[config.mk]
export PLATFORM = sky130hd
export DESIGN_NAME = hazard_scheduler_flat
export DESIGN_NICKNAME = d
export VERILOG_FILES = /design/src/rtl/hazard_scheduler_if.sv /design/src/rtl/hazard_scheduler.sv /design/src/flat_wrapper.sv
export SDC_FILE = /design/constraint.sdc
export NUM_CORES = 1
export LEC_CHECK = 0
export CAP_MARGIN = 20
export CORE_MARGIN = 2
export CORE_UTILIZATION = 45
export CTS_CLUSTER_DIAMETER = 60
export DETAILED_ROUTE_END_ITERATION = 10
export GPL_TIMING_DRIVEN = 1
export PLACE_DENSITY_LB_ADDON = 0.08
export SLEW_MARGIN = 20
export SYNTH_ARGS = -nofsm -noshare
export SYNTH_HDL_FRONTEND = slang
export SYNTH_SLANG_ARGS = --single-unit
export TNS_END_PERCENT = 30
[constraint.sdc]
create_clock -name SYS_clk -period 2.54 [get_ports SYS_clk]
set_input_delay 0.508 -clock SYS_clk [delete_from_list [all_inputs] [get_ports SYS_clk]]
set_output_delay 0.508 -clock SYS_clk [all_outputs]
set_load 0.1 [all_outputs]
[src/rtl/hazard_scheduler_if.sv]
// Decode-side inputs and interlock/forwarding outputs of the hazard scheduler.
// The scheduler holds the slave side; the decode/EX logic holds the master side.
interface hazard_scheduler_if #(
  parameter int CNT_W = 16
);
  logic [4:0]       D_rs;
  logic [4:0]       D_rt;
  logic             D_use_rs;
  logic             D_use_rt;
  logic [4:0]       D_write_register;
  logic             D_RegWrite;
  logic             D_MemRead;
  logic             D_halt;
  logic             EX_branch_taken;
  logic             HZ_stall_F;
  logic             HZ_stall_D;
  logic             HZ_flush_D;
  logic             HZ_bubble_E;
  logic [1:0]       HZ_fwd_a;
  logic [1:0]       HZ_fwd_b;
  logic [1:0]       HZ_state;
  logic             HZ_halted;
  logic [CNT_W-1:0] HZ_stall_count;
  logic [CNT_W-1:0] HZ_flush_count;

  modport master (
    output D_rs, D_rt, D_use_rs, D_use_rt, D_write_register,
           D_RegWrite, D_MemRead, D_halt, EX_branch_taken,
    input  HZ_stall_F, HZ_stall_D, HZ_flush_D, HZ_bubble_E, HZ_fwd_a,
           HZ_fwd_b, HZ_state, HZ_halted, HZ_stall_count, HZ_flush_count
  );

  modport slave (
    input  D_rs, D_rt, D_use_rs, D_use_rt, D_write_register,
           D_RegWrite, D_MemRead, D_halt, EX_branch_taken,
    output HZ_stall_F, HZ_stall_D, HZ_flush_D, HZ_bubble_E, HZ_fwd_a,
           HZ_fwd_b, HZ_state, HZ_halted, HZ_stall_count, HZ_flush_count
  );
endinterface

[src/rtl/hazard_scheduler.sv]
// Interlock controller for the five-stage core: load-use stalls, branch flushes,
// EX forwarding selects and halt draining, from shadow copies of EX/MEM/WB.
module hazard_scheduler #(
  parameter int CNT_W = 16
) (
  input  logic              SYS_clk,
  input  logic              SYS_reset,
  hazard_scheduler_if.slave hz
);

  typedef enum logic [1:0] {
    RUN    = 2'b00,
    DRAIN  = 2'b01,
    HALTED = 2'b10
  } state_t;

  state_t           state;
  logic [CNT_W-1:0] stall_count;
  logic [CNT_W-1:0] flush_count;

  logic       ex_valid, ex_regwrite, ex_memread, ex_use_rs, ex_use_rt;
  logic [4:0] ex_dst, ex_rs, ex_rt;
  logic       mem_valid, mem_regwrite, mem_memread;
  logic [4:0] mem_dst;
  logic       wb_valid, wb_regwrite;
  logic [4:0] wb_dst;

  logic run, hold, load_use, branch, halt_go, bubble;
  logic mem_hit_a, mem_hit_b, wb_hit_a, wb_hit_b;

  function automatic logic slot_hit(input logic valid, input logic regwrite,
                                    input logic [4:0] dst, input logic [4:0] src,
                                    input logic use_src);
    return valid && regwrite && (dst != 5'd0) && use_src && (dst == src);
  endfunction

  function automatic logic [CNT_W-1:0] sat_inc(input logic [CNT_W-1:0] c);
    return (&c) ? c : c + CNT_W'(1);
  endfunction

  assign run  = (state == RUN);
  assign hold = !run;

  assign load_use = run && ex_memread &&
                    (slot_hit(ex_valid, ex_regwrite, ex_dst, hz.D_rs, hz.D_use_rs) ||
                     slot_hit(ex_valid, ex_regwrite, ex_dst, hz.D_rt, hz.D_use_rt));
  // A taken branch wins over both a pending load-use and a halt in decode.
  assign branch  = run && hz.EX_branch_taken;
  assign halt_go = run && hz.D_halt && !load_use && !branch;
  assign bubble  = hold || branch || load_use || halt_go;

  assign mem_hit_a = slot_hit(mem_valid, mem_regwrite, mem_dst, ex_rs, ex_use_rs) && !mem_memread;
  assign mem_hit_b = slot_hit(mem_valid, mem_regwrite, mem_dst, ex_rt, ex_use_rt) && !mem_memread;
  assign wb_hit_a  = slot_hit(wb_valid, wb_regwrite, wb_dst, ex_rs, ex_use_rs);
  assign wb_hit_b  = slot_hit(wb_valid, wb_regwrite, wb_dst, ex_rt, ex_use_rt);

  assign hz.HZ_stall_F     = hold || (load_use && !branch);
  assign hz.HZ_stall_D     = hold || (load_use && !branch);
  assign hz.HZ_flush_D     = branch;
  assign hz.HZ_bubble_E    = bubble;
  assign hz.HZ_fwd_a       = mem_hit_a ? 2'b10 : (wb_hit_a ? 2'b01 : 2'b00);
  assign hz.HZ_fwd_b       = mem_hit_b ? 2'b10 : (wb_hit_b ? 2'b01 : 2'b00);
  assign hz.HZ_state       = state;
  assign hz.HZ_halted      = (state == HALTED);
  assign hz.HZ_stall_count = stall_count;
  assign hz.HZ_flush_count = flush_count;

  // Falling edge: control state (valids, FSM, counters) under reset
  always_ff @(negedge SYS_clk) begin
    if (SYS_reset) begin
      state       <= RUN;
      ex_valid    <= 1'b0;
      mem_valid   <= 1'b0;
      wb_valid    <= 1'b0;
      stall_count <= '0;
      flush_count <= '0;
    end else begin
      ex_valid  <= !bubble;
      mem_valid <= ex_valid;
      wb_valid  <= mem_valid;
      if (load_use && !branch) stall_count <= sat_inc(stall_count);
      if (branch)              flush_count <= sat_inc(flush_count);
      case (state)
        RUN:     if (halt_go) state <= DRAIN;
        DRAIN:   if (!ex_valid && !mem_valid && !wb_valid) state <= HALTED;
        HALTED:  state <= HALTED;
        default: state <= RUN;
      endcase
    end
  end

  // Falling edge: slot payloads shift without reset; validity is tracked above
  always_ff @(negedge SYS_clk) begin
    ex_dst       <= hz.D_write_register;
    ex_regwrite  <= hz.D_RegWrite;
    ex_memread   <= hz.D_MemRead;
    ex_rs        <= hz.D_rs;
    ex_rt        <= hz.D_rt;
    ex_use_rs    <= hz.D_use_rs;
    ex_use_rt    <= hz.D_use_rt;
    mem_dst      <= ex_dst;
    mem_regwrite <= ex_regwrite;
    mem_memread  <= ex_memread;
    wb_dst       <= mem_dst;
    wb_regwrite  <= mem_regwrite;
  end

endmodule

[src/flat_wrapper.sv]
// flat-port wrapper written by rule: the top's interface ports become plain ports
module hazard_scheduler_flat 
#(
  parameter int CNT_W = 16
)
  (SYS_clk, SYS_reset, hz_D_rs, hz_D_rt, hz_D_use_rs, hz_D_use_rt, hz_D_write_register, hz_D_RegWrite, hz_D_MemRead, hz_D_halt, hz_EX_branch_taken, hz_HZ_stall_F, hz_HZ_stall_D, hz_HZ_flush_D, hz_HZ_bubble_E, hz_HZ_fwd_a, hz_HZ_fwd_b, hz_HZ_state, hz_HZ_halted, hz_HZ_stall_count, hz_HZ_flush_count);
  hazard_scheduler_if #(.CNT_W(CNT_W)) hz_i ();
  input  logic SYS_clk;
  input  logic SYS_reset;
  input wire logic [$bits(hz_i.D_rs)-1:0] hz_D_rs;
  input wire logic [$bits(hz_i.D_rt)-1:0] hz_D_rt;
  input wire logic [$bits(hz_i.D_use_rs)-1:0] hz_D_use_rs;
  input wire logic [$bits(hz_i.D_use_rt)-1:0] hz_D_use_rt;
  input wire logic [$bits(hz_i.D_write_register)-1:0] hz_D_write_register;
  input wire logic [$bits(hz_i.D_RegWrite)-1:0] hz_D_RegWrite;
  input wire logic [$bits(hz_i.D_MemRead)-1:0] hz_D_MemRead;
  input wire logic [$bits(hz_i.D_halt)-1:0] hz_D_halt;
  input wire logic [$bits(hz_i.EX_branch_taken)-1:0] hz_EX_branch_taken;
  output wire logic [$bits(hz_i.HZ_stall_F)-1:0] hz_HZ_stall_F;
  output wire logic [$bits(hz_i.HZ_stall_D)-1:0] hz_HZ_stall_D;
  output wire logic [$bits(hz_i.HZ_flush_D)-1:0] hz_HZ_flush_D;
  output wire logic [$bits(hz_i.HZ_bubble_E)-1:0] hz_HZ_bubble_E;
  output wire logic [$bits(hz_i.HZ_fwd_a)-1:0] hz_HZ_fwd_a;
  output wire logic [$bits(hz_i.HZ_fwd_b)-1:0] hz_HZ_fwd_b;
  output wire logic [$bits(hz_i.HZ_state)-1:0] hz_HZ_state;
  output wire logic [$bits(hz_i.HZ_halted)-1:0] hz_HZ_halted;
  output wire logic [$bits(hz_i.HZ_stall_count)-1:0] hz_HZ_stall_count;
  output wire logic [$bits(hz_i.HZ_flush_count)-1:0] hz_HZ_flush_count;
  assign hz_i.D_rs = hz_D_rs;
  assign hz_i.D_rt = hz_D_rt;
  assign hz_i.D_use_rs = hz_D_use_rs;
  assign hz_i.D_use_rt = hz_D_use_rt;
  assign hz_i.D_write_register = hz_D_write_register;
  assign hz_i.D_RegWrite = hz_D_RegWrite;
  assign hz_i.D_MemRead = hz_D_MemRead;
  assign hz_i.D_halt = hz_D_halt;
  assign hz_i.EX_branch_taken = hz_EX_branch_taken;
  assign hz_HZ_stall_F = hz_i.HZ_stall_F;
  assign hz_HZ_stall_D = hz_i.HZ_stall_D;
  assign hz_HZ_flush_D = hz_i.HZ_flush_D;
  assign hz_HZ_bubble_E = hz_i.HZ_bubble_E;
  assign hz_HZ_fwd_a = hz_i.HZ_fwd_a;
  assign hz_HZ_fwd_b = hz_i.HZ_fwd_b;
  assign hz_HZ_state = hz_i.HZ_state;
  assign hz_HZ_halted = hz_i.HZ_halted;
  assign hz_HZ_stall_count = hz_i.HZ_stall_count;
  assign hz_HZ_flush_count = hz_i.HZ_flush_count;
  hazard_scheduler #(.CNT_W(CNT_W)) u_core (.SYS_clk(SYS_clk), .SYS_reset(SYS_reset), .hz(hz_i));
endmodule
### Word level (Yosys, flattened, before mapping)

Cells that the tools add are included.

| operators by class | value |
|---|---|
| bitwise logic cells | 2 |
| reductions and logical operators | 51 |
| add/sub/neg operators | 2 |
| eq/ne operators | 10 |
| multiplexer cells | 7 |

Operators with widths:

| kind | count |
|---|---|
| $add 16x1->16 const B | 2 |
| $reduce_and 16->1 | 2 |
| $eq 5x5->1 | 6 |
| $logic_and 1x1->1 | 29 |
| $reduce_bool 5->1 | 3 |
| $logic_not 1->1 | 8 |
| $mux 2 | 4 |
| $pmux 2 s3 | 1 |
| $reduce_and 2->1 | 3 |
| $logic_or 1x1->1 | 5 |
| $eq 2x1->1 const B | 1 |
| $eq 2x2->1 const B | 1 |
| $logic_not 2->1 | 1 |
| $mux 1 | 2 |
| $ne 2x1->1 const B | 1 |
| $ne 2x2->1 const B | 1 |
| $not 1->1 | 2 |

| word-level totals | value |
|---|---|
| input bits | 23 |
| bits in registers | 69 |
| word-level logic and storage cells | 90 |

### Logic depth before layout (Yosys ltp)

Gate-level depths: netlist of run 1.

| logic depth | value |
|---|---|
| depth in word-level cells | 11 |
| mapped depth | 10 |
| gate-level depth less buffers | 8 |

==> reports/results.env, run 1 <==
SYNTHESIS.NETS=325
CLOCK-SKEW-FINAL_NS=0.04555
SETUP_VIOL=61
POWER.SWITCHING_FRACTION=0.4313
NETLIST_TOP_CELLS_AREA='dfxtp_1, xor2_1, xnor2_1'
SYNTH_CELLS=296
FP-ROW-COUNT=29
CLOCKROOTBUFFER='clkbuf_8'
HPWL_DP_UM=5285
DRV_SLEW=0
PATH_CLK_SLEW_NS=0.09
CTS.PATH.MAX_BUFFERS=2
DETAILEDROUTE.FIRSTPASSITERATIONCOUNT=5
WORST_SLEW_MARGIN_REL=0.7377
MAPPEDNETLISTAREA_UM2=2890
GLOBAL_ROUTE_WIRE_LENGTH_BEFORE_REPAIR_UM=16040
CRIT_TYPE='reg -> out'
GLOBALROUTETOTALUTIL=0.2848
GRT_ANTENNA_BEFORE_REPAIR=0
P_SWITCHING_W=0.001606
FINAL-HOLD-VIOLATION-COUNT=0
SYNTHMOSTINSTANTIATEDCELL='dfxtp_1'
M1WIRELENGTH_UM=4125
CLKPWRFRAC=0.382
TOTAL_POWER_W=0.003723
YS.FLOP_TYPE='dfxtp_1'
DIE_X_UM=84.14
INTERNAL-POWER_W=0.002118
SEQUENTIAL_CELL_AREA_FRACTION_IN_THE_YOSYS_REPORT=0.4779
CRITICAL_PATH.MAX_STAGE_DELAY_NS=0.37
WORST_HOLD_PATH_CLASS='reg -> reg'
CRITICAL_PATH.N_BUFFERS_INVERTERS=2
CHIPHEIGHT_UM=84.14
CLOCK-SINKS=69
YOSYSTOPAREACELLSHARE=0.4779
ROUTABILITYCONGESTION=0.8334
CTS_BUFFER_COUNT=9
NUMPORTBUFFERS=65
POST_SYNTH_NUM_CELL_TYPES=41
HIGHEST-SIGNAL-LAYER='met4'
FINAL_NET_COUNT=531
CRITICAL-PATH-TOP-DELAY-FAMILY='simple AND/OR/NAND/NOR gates'
RSZ_0062_RAISED_AFTER_GLOBAL_ROUTING='yes'
INITIAL_UTILIZATION=0.4604
CRITPATHARRIVALTIME_NS=3.30
FIRST_GLOBAL_VIAS=3634
IO_PINS=66
IRDROPWORSTVDD_mV=0.8094
SHARE_COMB_OF_TOTAL_POWER=0.299
SYNTH_ASYNC_SR_FLOP_SHARE=0
PLACEABLECOREAREA_UM2=6277
FINALNONFILLERCELLS=584
CTS_TREE='built'
VIAS=3119
POWER-PER-CELL-AREA_nW_PER_UM2=683.2
PIN_COUNT_OF_THE_BIGGEST_NET_ENTERING_GLOBAL_ROUTING=20
FINAL.HOLD.WORST_SLACK_NS=0.3356
DIODES=0
SYNTH_ENABLE_FLOP_CELLS=0
FLOORPLAN.DIE_AREA_UM2=7080
DETAIL_ROUTE.DRC_VIOLATIONS=0
FINAL.SETUP.TNS_NS=-22.16
SYNTH_AREA_PER_CELL_UM2=9.764
POST_ROUTE_ANTENNA_NET_VIOLATION_COUNT=0
MET2WIRELENGTH_UM=5402
AVGVIACOUNTPERCELL=5.341
YOSYSWARNINGS=0
GRT_OVERFLOW=0
LEAKAGE_nW=2.475
FLOW.AREA_GROWTH_FROM_SYNTHESIS_PCT=88.57
DRIVE_ABOVE_1_SHARE=0.4596
CTS-HOLD-FIX-BUFFERS=0
WORSTPATHREQUIRED_NS=2.03
DP.CELLS=493
AVGROUTEDWIREPERCELL_UM=17.93
RUN_STATUS='finished, violations left'
WORST-SLEW-PIN-TRANSITION_NS=0.3924
MOST_AREA_HUNGRY_CELL_TYPE_IN_THE_YOSYS_NETLIST='dfxtp_1'
CP_SLOWEST_CELL='dfxtp_1'
POSTROUTEWIRELENGTH_UM=10470
CRITICAL_PATH.CELL_CHAIN='xor2_1 > nor4_1 > nand3_1 > nor2_2 > buf_4 > buf_12'
DR.FIRST_ITER.DRC_COUNT=220
SETUP_WS_NS=-1.270
CRITICAL_PATH.MAX_FANOUT=2
END_KIND='output pin'
POWER.SEQUENTIAL.FRACTION=0.320
CAP_VIOL_MAX_COUNT=0
WL_MET3_UM=604
CTSHTREEMAXLEVEL=3
CLKLATENCYLATEPIN_NS=0.43
FF_LATCH_COUNT_SYNTH=69
FAILED_CHECKS='setup timing'
YOSYS-TOP-CELLS-COUNT='dfxtp_1, nor2_1, xor2_1'
NATURE_OF_THE_CRITICAL_PATH_STARTPOINT='flip-flop'
==> registers in the layout (all words and copies together), names as in the netlist, 2 cells and up <==
register,flops
u_core.wb_dst,5
u_core.ex_rt,5
u_core.ex_dst,5
u_core.hz.HZ_stall_count,16
u_core.hz.HZ_flush_count,16
u_core.hz.HZ_state,2
u_core.ex_rs,5
u_core.mem_dst,5
==> kinds of logic after synthesis <==
logic type,Yosys count,share of synthesized area
flops,69,0.4779
buf+inv,17,0.04112
fa+ha+maj,6,0.02597
xor+xnor,45,0.1364
simple gates,121,0.2229
compound gates,31,0.07014
mux,7,0.02554
==> final timing paths <==
kind / start / endpoint / slack [ns] / cells past startpoint
max: u_core.ex_rs[4] / hz_HZ_fwd_a[1] / -1.27 / 6
min: u_core.mem_regwrite / u_core.wb_regwrite / 0.34 / 0
min reg2reg: u_core.mem_regwrite / u_core.wb_regwrite / 0.34 / 0
max reg2reg: u_core.hz.HZ_stall_count[0] / u_core.hz.HZ_stall_count[7] / 0.19 / 8
==> per-stage QoR <==
step | utilization | cell area, um2 | setup WS [ns]
after floorplan | - | 3062 | -1.184
after global placement | 0.7343 | 4609 | -1.171
after detailed placement | 0.7343 | 4609 | -1.235
after CTS | 0.8579 | 5385 | -1.178
after global routing | 0.8682 | 5450 | -1.364
final | 0.8682 | 5450 | -1.270
==> cells in the final DEF (no fill, tap or decap), drive strengths merged, types with 6 or more instances in the layout <==
cell,Yosys,layout
xnor2,19,19
buf,7,124
nor2,31,31
ha,6,6
clkdlybuf4s50,0,9
clkbuf,3,9
or4,9,9
nand3,14,14
xor2,26,26
a21oi,11,11
nor4,9,9
inv,7,80
nor2b,7,7
dfxtp,69,69
o21ai,8,8
nand4,12,12
nor3,8,8
nand2,20,22
==> layer usage <==
metal | GRT usage | vias up
met4 | 0.1921 | 0
met1 | 0.2837 | 1485
met2 | 0.4841 | 143
met5 | 0 | -
li1 | - | 1452
met3 | 0.1170 | 39
==> cell type report <==
| cell class | count | area, um2 |
|---|---|---|
| fill | 309 | 827.0 |
| multi-input combinational | 212 | 1737 |
| clock inverter | 76 | 316.6 |
| inverter | 6 | 27.53 |
| tap | 77 | 96.34 |
| clock buffer | 9 | 123.9 |
| sequential | 69 | 1489 |
| timing repair buffer | 135 | 1660 |
==> timing repair <==
item                       4_1_cts  5_1_grt
cloned                           2        0
gates resized for setup        143       25
buffers inserted                 8        3
pin swaps                       29        6
setup endpoints to repair       78       75
==> power by group through the flow <==
| stage | clock network (W) | logic (W) | registers (W) |
|---|---|---|---|
| after floorplan | 0.000167 | 0.000439 | 0.00138 |
| after global placement | 0.000167 | 0.000976 | 0.00122 |
| after detailed placement | 0.000167 | 0.000983 | 0.00122 |
| after CTS | 0.00133 | 0.00106 | 0.00119 |
| after global routing | 0.00158 | 0.00116 | 0.00119 |
| final | 0.00142 | 0.00111 | 0.00119 |
(Power assumes the default switching activity.)
==> run 2: changes to the inputs <==
--- a/config.mk
+++ b/config.mk
@@ -5,7 +5,9 @@
 export SDC_FILE = /design/constraint.sdc
 export NUM_CORES = 1
 export LEC_CHECK = 0
+export ABC_CLOCK_PERIOD_IN_PS = 2540
 export CAP_MARGIN = 20
+export CORE_ASPECT_RATIO = 1.4
 export CORE_MARGIN = 2
 export CORE_UTILIZATION = 45
 export CTS_CLUSTER_DIAMETER = 60
==> reports/results.env, run 2 (synthesized netlist as in run 1, its figures left out) <==
RUN_STATUS='finished, violations left'
FAILED_CHECKS='setup timing'
PATH_CLK_SLEW_NS=0.06  # -0.03 ns
WORST_HOLD_PATH_CLASS='reg -> reg'
POST_ROUTE_ANTENNA_NET_VIOLATION_COUNT=0  # unchanged
POWER.SWITCHING_FRACTION=0.4094  # -0.02183
CHIPHEIGHT_UM=98.83  # +17%
FINAL.SETUP.TNS_NS=-23.77  # -1.607 ns
RSZ_0062_RAISED_AFTER_GLOBAL_ROUTING='yes'
PLACEABLECOREAREA_UM2=6211  # -1.1%
RR_STARTPOINT='u_core.hz.HZ_stall_count[0]'
CRITICAL_PATH.MAX_FANOUT=3  # +1
DIE_X_UM=71.73  # -15%
FIRST_GLOBAL_VIAS=3402  # -6.4%
DIODES=0  # unchanged
DETAIL_ROUTE.DRC_VIOLATIONS=0  # unchanged
NUMPORTBUFFERS=65  # unchanged
DP.CELLS=482  # -2.2%
POWER-PER-CELL-AREA_nW_PER_UM2=672.2  # -1.6%
CTS_TREE='built'
GLOBALROUTETOTALUTIL=0.2764  # -0.008335
POWER.SEQUENTIAL.FRACTION=0.319  # about the same
CTS_BUFFER_COUNT=9  # unchanged
CLKLATENCYLATEPIN_NS=0.41  # -0.02 ns
END_KIND='output pin'
ROUTABILITYCONGESTION=0.8936  # +7.2%
CRITPATHARRIVALTIME_NS=3.32  # +0.02 ns
NATURE_OF_THE_CRITICAL_PATH_STARTPOINT='flip-flop'
FINAL_NET_COUNT=529  # -0.38%
FILLERS=256  # -17%
FINALNONFILLERCELLS=576  # -1.4%
GLOBAL_ROUTE_WIRE_LENGTH_BEFORE_REPAIR_UM=15260  # -4.9%
FLOW.AREA_GROWTH_FROM_SYNTHESIS_PCT=92.47
DRV_SLEW=0  # unchanged
WORSTPATHREQUIRED_NS=2.03  # about the same
INITIAL_UTILIZATION=0.4654  # +0.004916
AVGROUTEDWIREPERCELL_UM=18.18  # +1.4%
DETAILEDROUTE.FIRSTPASSITERATIONCOUNT=4  # -1
WORST-SLEW-PIN-TRANSITION_NS=0.9354  # +0.5430 ns
HOLD_START='u_core.ex_memread'
TOTAL_POWER_W=0.003739  # +0.43%
CTSHTREEMAXLEVEL=3  # unchanged
POSTROUTEWIRELENGTH_UM=10470  # about the same
FP-ROW-COUNT=34  # +17%
P_SWITCHING_W=0.001531  # -4.7%
POSTPLACECELLAREA_UM2=4571  # -0.84%
RRSETUPSLACK_NS=0.18  # about the same
HPWL_DP_UM=5733  # +8.5%
LAYOUT_COMMONEST_CELL='inv_1'
VIAS=3063  # -1.8%
CLOCK-SINKS=69  # unchanged
SHARE_COMB_OF_TOTAL_POWER=0.300  # about the same
IO_PINS=66  # unchanged
FINAL_CELL_MIX='inv_1, buf_4, buf_12'
DRIVE_ABOVE_1_SHARE=0.5000  # +0.04043
CAP_VIOL_MAX_COUNT=0  # unchanged
INTERNAL-POWER_W=0.002208  # +4.3%
SEQCELLAREA_UM2=1503  # +0.92%
SETUP_VIOL=63  # +3.3%
GRT_OVERFLOW=0  # unchanged
CP-STARTPOINT='u_core.wb_dst[1]'
PRE_CTS_SLACK_NS=-1.209  # +0.02634 ns
DR.FIRST_ITER.DRC_COUNT=65  # -70%
CLOCK-SKEW-FINAL_NS=0.03064  # -0.01491 ns
FINAL-HOLD-VIOLATION-COUNT=0  # unchanged
MULTI_INPUT_COMB_AREA_UM2=1834  # +5.6%
STDCELL_AREA_UM2=5563  # +2.1%
CLKPWRFRAC=0.381  # about the same
SETUP_WS_NS=-1.292  # -0.02191 ns
FLOORPLAN.DIE_AREA_UM2=7089  # +0.13%
PIN_COUNT_OF_THE_BIGGEST_NET_ENTERING_GLOBAL_ROUTING=26  # +30%
GRT_ANTENNA_BEFORE_REPAIR=0  # unchanged
CRIT_TYPE='reg -> out'
CLOCKROOTBUFFER='clkbuf_8'
IRDROPWORSTVDD_mV=0.4137  # -49%
LEAKAGE_nW=2.481  # +0.24%
WORST_SLEW_MARGIN_REL=0.3707  # -0.3670
CTS.PATH.MAX_BUFFERS=2  # unchanged
AVGVIACOUNTPERCELL=5.318  # -0.43%
==> run 2: cell count changes in the layout (fill, tap and decap cells not counted), sizes merged <==
| cell | change |
|---|---|
| buf | -2 |
| bufinv | +1 |
| clkdlybuf4s50 | -2 |
| clkinv | +1 |
| clkinvlp | -1 |
| dlygate4sd2 | +2 |
| inv | -2 |
==> run 2: critical path: stages (launching register included) <==
cell and delay, ns:
dfxtp_4 0.36, xor2_2 0.16, nor4_2 0.46, nand3_1 0.21, nor3_4 0.27, buf_12 0.20
==> run 2: path summary, 6_finish.rpt <==
check	endpoint	depth (start not counted)
worst min-delay path	u_core.mem_memread	0
worst max register to register	u_core.hz.HZ_stall_count[7]	8
worst min register to register	u_core.mem_memread	0
worst max-delay path	hz_HZ_fwd_b[0]	5
==> run 2: through the flow <==
step / hold slack [ns] / utilization
2_1_floorplan: 0.3306 / -
3_3_place_gp: 0.3347 / 0.7359
3_5_place_dp: 0.3447 / 0.7359
4_1_cts: 0.3672 / 0.8687
5_1_grt: 0.3403 / 0.8956
6_report: 0.3381 / 0.8956
==> run 2: what timing repair did <==
item / CTS / global route
setup endpoints to repair: 77 / 69
pin swaps: 36 / 22
setup buffers: 6 / 6
hold buffers: 0 / 0
cloned: 2 / 0
resized for setup: 166 / 38
==> run 2: area by class of cell <==
cell class / instances / area share
sequential: 69 / 0.2701
timing repair buffer: 133 / 0.2978
clock buffer: 9 / 0.02227
clock inverter: 75 / 0.05893
inverter: 6 / 0.004948
multi-input combinational: 212 / 0.3297
tap: 72 / 0.01619
==> run 2: power groups by stage <==
stage / logic (W) / registers, W / clock network, W
final: 0.00112 / 0.00119 / 0.00143
after global routing: 0.00116 / 0.00120 / 0.00158
after CTS: 0.00107 / 0.00119 / 0.00138
after detailed placement: 0.000997 / 0.00122 / 0.000167
after global placement: 0.000985 / 0.00122 / 0.000167
after floorplan: 0.000439 / 0.00138 / 0.000167
==> run 2: routing by layer <==
| layer | global-route usage | share of wire | vias to the layer above |
|---|---|---|---|
| li1 | - | - | 1447 |
| met1 | 0.2463 | 0.33 | 1477 |
| met2 | 0.4979 | 0.58 | 100 |
| met3 | 0.1043 | 0.042 | 39 |
| met4 | 0.1916 | 0.046 | 0 |
| met5 | 0 | 0 | - |
==> run 3: changes to the inputs <==
--- a/config.mk
+++ b/config.mk
@@ -7,12 +7,13 @@
 export LEC_CHECK = 0
 export ABC_CLOCK_PERIOD_IN_PS = 2540
 export CAP_MARGIN = 20
-export CORE_ASPECT_RATIO = 1.4
 export CORE_MARGIN = 2
 export CORE_UTILIZATION = 45
+export CTS_BUF_LIST = sky130_fd_sc_hd__clkbuf_4
 export CTS_CLUSTER_DIAMETER = 60
 export DETAILED_ROUTE_END_ITERATION = 10
 export GPL_TIMING_DRIVEN = 1
+export MAX_ROUTING_LAYER = met4
 export PLACE_DENSITY_LB_ADDON = 0.08
 export SLEW_MARGIN = 20
 export SYNTH_ARGS = -nofsm -noshare
==> reports/results.env, run 3 (synthesized netlist as in run 1, its figures left out) <==
RUN_STATUS='finished, violations left'
FAILED_CHECKS='setup timing'
GRT_OVERFLOW=0  # unchanged
R2R-END='u_core.hz.HZ_stall_count[7]'
DR.FIRST_ITER.DRC_COUNT=178  # +170%
FILLERS=313  # +22%
IRDROPWORSTVDD_mV=0.7720  # +87%
HOLD_DEPTH=0  # unchanged
CTS_TREE='built'
CAP_VIOL_MAX_COUNT=0  # unchanged
PATH_CLK_SLEW_NS=0.05  # about the same
CRIT_TYPE='reg -> out'
CTS_BUFFER_COUNT=9  # unchanged
LEAKAGE_nW=2.466  # -0.61%
DETAILEDROUTE.FIRSTPASSITERATIONCOUNT=5  # +1
RR_STARTPOINT='u_core.hz.HZ_stall_count[0]'
FINAL.HOLD.WORST_SLACK_NS=0.3461  # +0.008035 ns
HPWL_DP_UM=5285  # -7.8%
CHIPHEIGHT_UM=84.14  # -15%
FP-ROW-COUNT=29  # -15%
CRITPATHARRIVALTIME_NS=3.29  # -0.03 ns
CRITICAL_PATH.CELL_CHAIN='xnor2_2 > nand4_1 > o22ai_4 > buf_6 > nand2_4 > o21ai_4 > buf_12'
POWER-PER-CELL-AREA_nW_PER_UM2=642.4  # -4.4%
POSTROUTEWIRELENGTH_UM=9669  # -7.7%
FINAL.SETUP.TNS_NS=-23.27  # +0.5002 ns
ROUTABILITYCONGESTION=0.8463  # -5.3%
PIN_COUNT_OF_THE_BIGGEST_NET_ENTERING_GLOBAL_ROUTING=20  # -23%
END_KIND='output pin'
AVGVIACOUNTPERCELL=5.181  # -2.6%
FLOORPLAN.DIE_AREA_UM2=7080  # -0.13%
DIE_X_UM=84.14  # +17%
SETUP_VIOL=61  # -3.2%
TOTAL_POWER_W=0.003476  # -7.1%
CLOCK-SINKS=69  # unchanged
FLOW.AREA_GROWTH_FROM_SYNTHESIS_PCT=87.19
FINAL-HOLD-VIOLATION-COUNT=0  # unchanged
DETAIL_ROUTE.DRC_VIOLATIONS=0  # unchanged
GLOBALROUTETOTALUTIL=0.2719  # -0.004540
NATURE_OF_THE_CRITICAL_PATH_STARTPOINT='flip-flop'
GLOBAL_ROUTE_WIRE_LENGTH_BEFORE_REPAIR_UM=14740  # -3.4%
CTS-HOLD-FIX-BUFFERS=0  # unchanged
INITIAL_UTILIZATION=0.4604  # -0.004916
CRITICAL-PATH-TOP-DELAY-FAMILY='compound AO/OA/AOI/OAI gates'
CRITICAL_PATH.N_BUFFERS_INVERTERS=2  # +1
FINAL_NET_COUNT=532  # +0.57%
VIAS=3036  # -0.88%
MIN_TO='u_core.mem_regwrite'
PLACEABLECOREAREA_UM2=6277  # +1.1%
DRV_SLEW=0  # unchanged
CP_SLOWEST_CELL='dfxtp_4'
RSZ_0062_RAISED_AFTER_GLOBAL_ROUTING='yes'
CRITICAL_PATH.MAX_FANOUT=3  # unchanged
DRIVE_ABOVE_1_SHARE=0.4705  # -0.02953
NUMPORTBUFFERS=65  # unchanged
WORST-SLEW-PIN-TRANSITION_NS=0.4188  # -0.5165 ns
RRSETUPSLACK_NS=0.30  # +0.12 ns
SETUP_WS_NS=-1.261  # +0.03133 ns
LAYOUT_COMMONEST_CELL='inv_1'
FIRST_GLOBAL_VIAS=3391  # -0.32%
CTSHTREEMAXLEVEL=3  # unchanged
WORST_SLEW_MARGIN_REL=0.7184  # +0.3477
HOLD_START='u_core.ex_regwrite'
CLOCKROOTBUFFER='clkbuf_4'
CLOCK-SKEW-FINAL_NS=0.05123  # +0.02059 ns
WORST_HOLD_PATH_CLASS='reg -> reg'
FINAL_CELL_MIX='inv_1, buf_4, buf_12'
POST_ROUTE_ANTENNA_NET_VIOLATION_COUNT=0  # unchanged
WORSTPATHREQUIRED_NS=2.03  # about the same
CLKLATENCYLATEPIN_NS=0.50  # +0.09 ns
CTS.PATH.MAX_BUFFERS=2  # unchanged
GRT_ANTENNA_BEFORE_REPAIR=1  # +1
WORST_R2R_PATH_DEPTH=8  # unchanged
IO_PINS=66  # unchanged
AVGROUTEDWIREPERCELL_UM=16.50  # -9.3%
CRITICAL_PATH.MAX_STAGE_DELAY_NS=0.37  # -0.09 ns
-- run 3: routing by layer --
metal,wire length (um),vias up,global-route usage
li1,-,1460,-
met1,3795,1450,0.2687
met2,5098,102,0.4524
met3,495,24,0.1003
met4,279,0,0.1686
met5,0,-,-
-- run 3: cell type report --
class                           instances  area [um2]  area share
Clock inverter                         76       316.6     0.05851
Sequential cell                        69        1485      0.2745
Clock buffer                            9       67.56     0.01249
Antenna cell                            1       2.502   0.0004625
Multi-Input combinational cell        212        1764      0.3261
Timing Repair Buffer                  136        1650      0.3050
Inverter                                6       27.53    0.005088
Tap cell                               77       96.34     0.01781
-- run 3: what timing repair did --
item | 4_1_cts | 5_1_grt
setup endpoints to repair | 78 | 69
gates resized for setup | 142 | 27
pin swaps | 22 | 16
setup buffers | 9 | 8
cloned | 1 | 1
-- run 3: worst max path at each step --
stage / to / depth (start not counted) / slack, ns / start
2_1_floorplan: hz_HZ_stall_F / 7 / -1.18 / u_core.hz.HZ_state[1]
3_3_place_gp: u_core.hz.HZ_stall_count[13] / 7 / -1.17 / hz_D_rt[0]
3_5_place_dp: u_core.hz.HZ_stall_count[13] / 7 / -1.24 / hz_D_rt[3]
4_1_cts: hz_HZ_fwd_a[0] / 5 / -1.25 / u_core.mem_dst[0]
5_1_grt: hz_HZ_fwd_a[1] / 7 / -1.38 / u_core.mem_dst[0]
6_report: hz_HZ_stall_D / 7 / -1.26 / u_core.ex_dst[0]
-- run 3: metrics by stage --
stage | utilization | std cells | cell area (um2) | setup slack [ns]
detailed placement | 0.7343 | 493 | 4609 | -1.235
CTS | 0.8415 | 580 | 5283 | -1.251
finish | 0.8619 | 586 | 5410 | -1.261
global placement | 0.7343 | 493 | 4609 | -1.171
global route | 0.8619 | 586 | 5410 | -1.383
floorplan | - | 296 | 3062 | -1.184
-- run 3: power breakdown --
group | internal [W] | switching (W) | leakage [nW] | total (W)
combinational | 0.000470 | 0.000626 | 1.43 | 0.00110
clock | 0.000360 | 0.000835 | 0.439 | 0.00119
sequential | 0.00113 | 0.0000555 | 0.592 | 0.00119
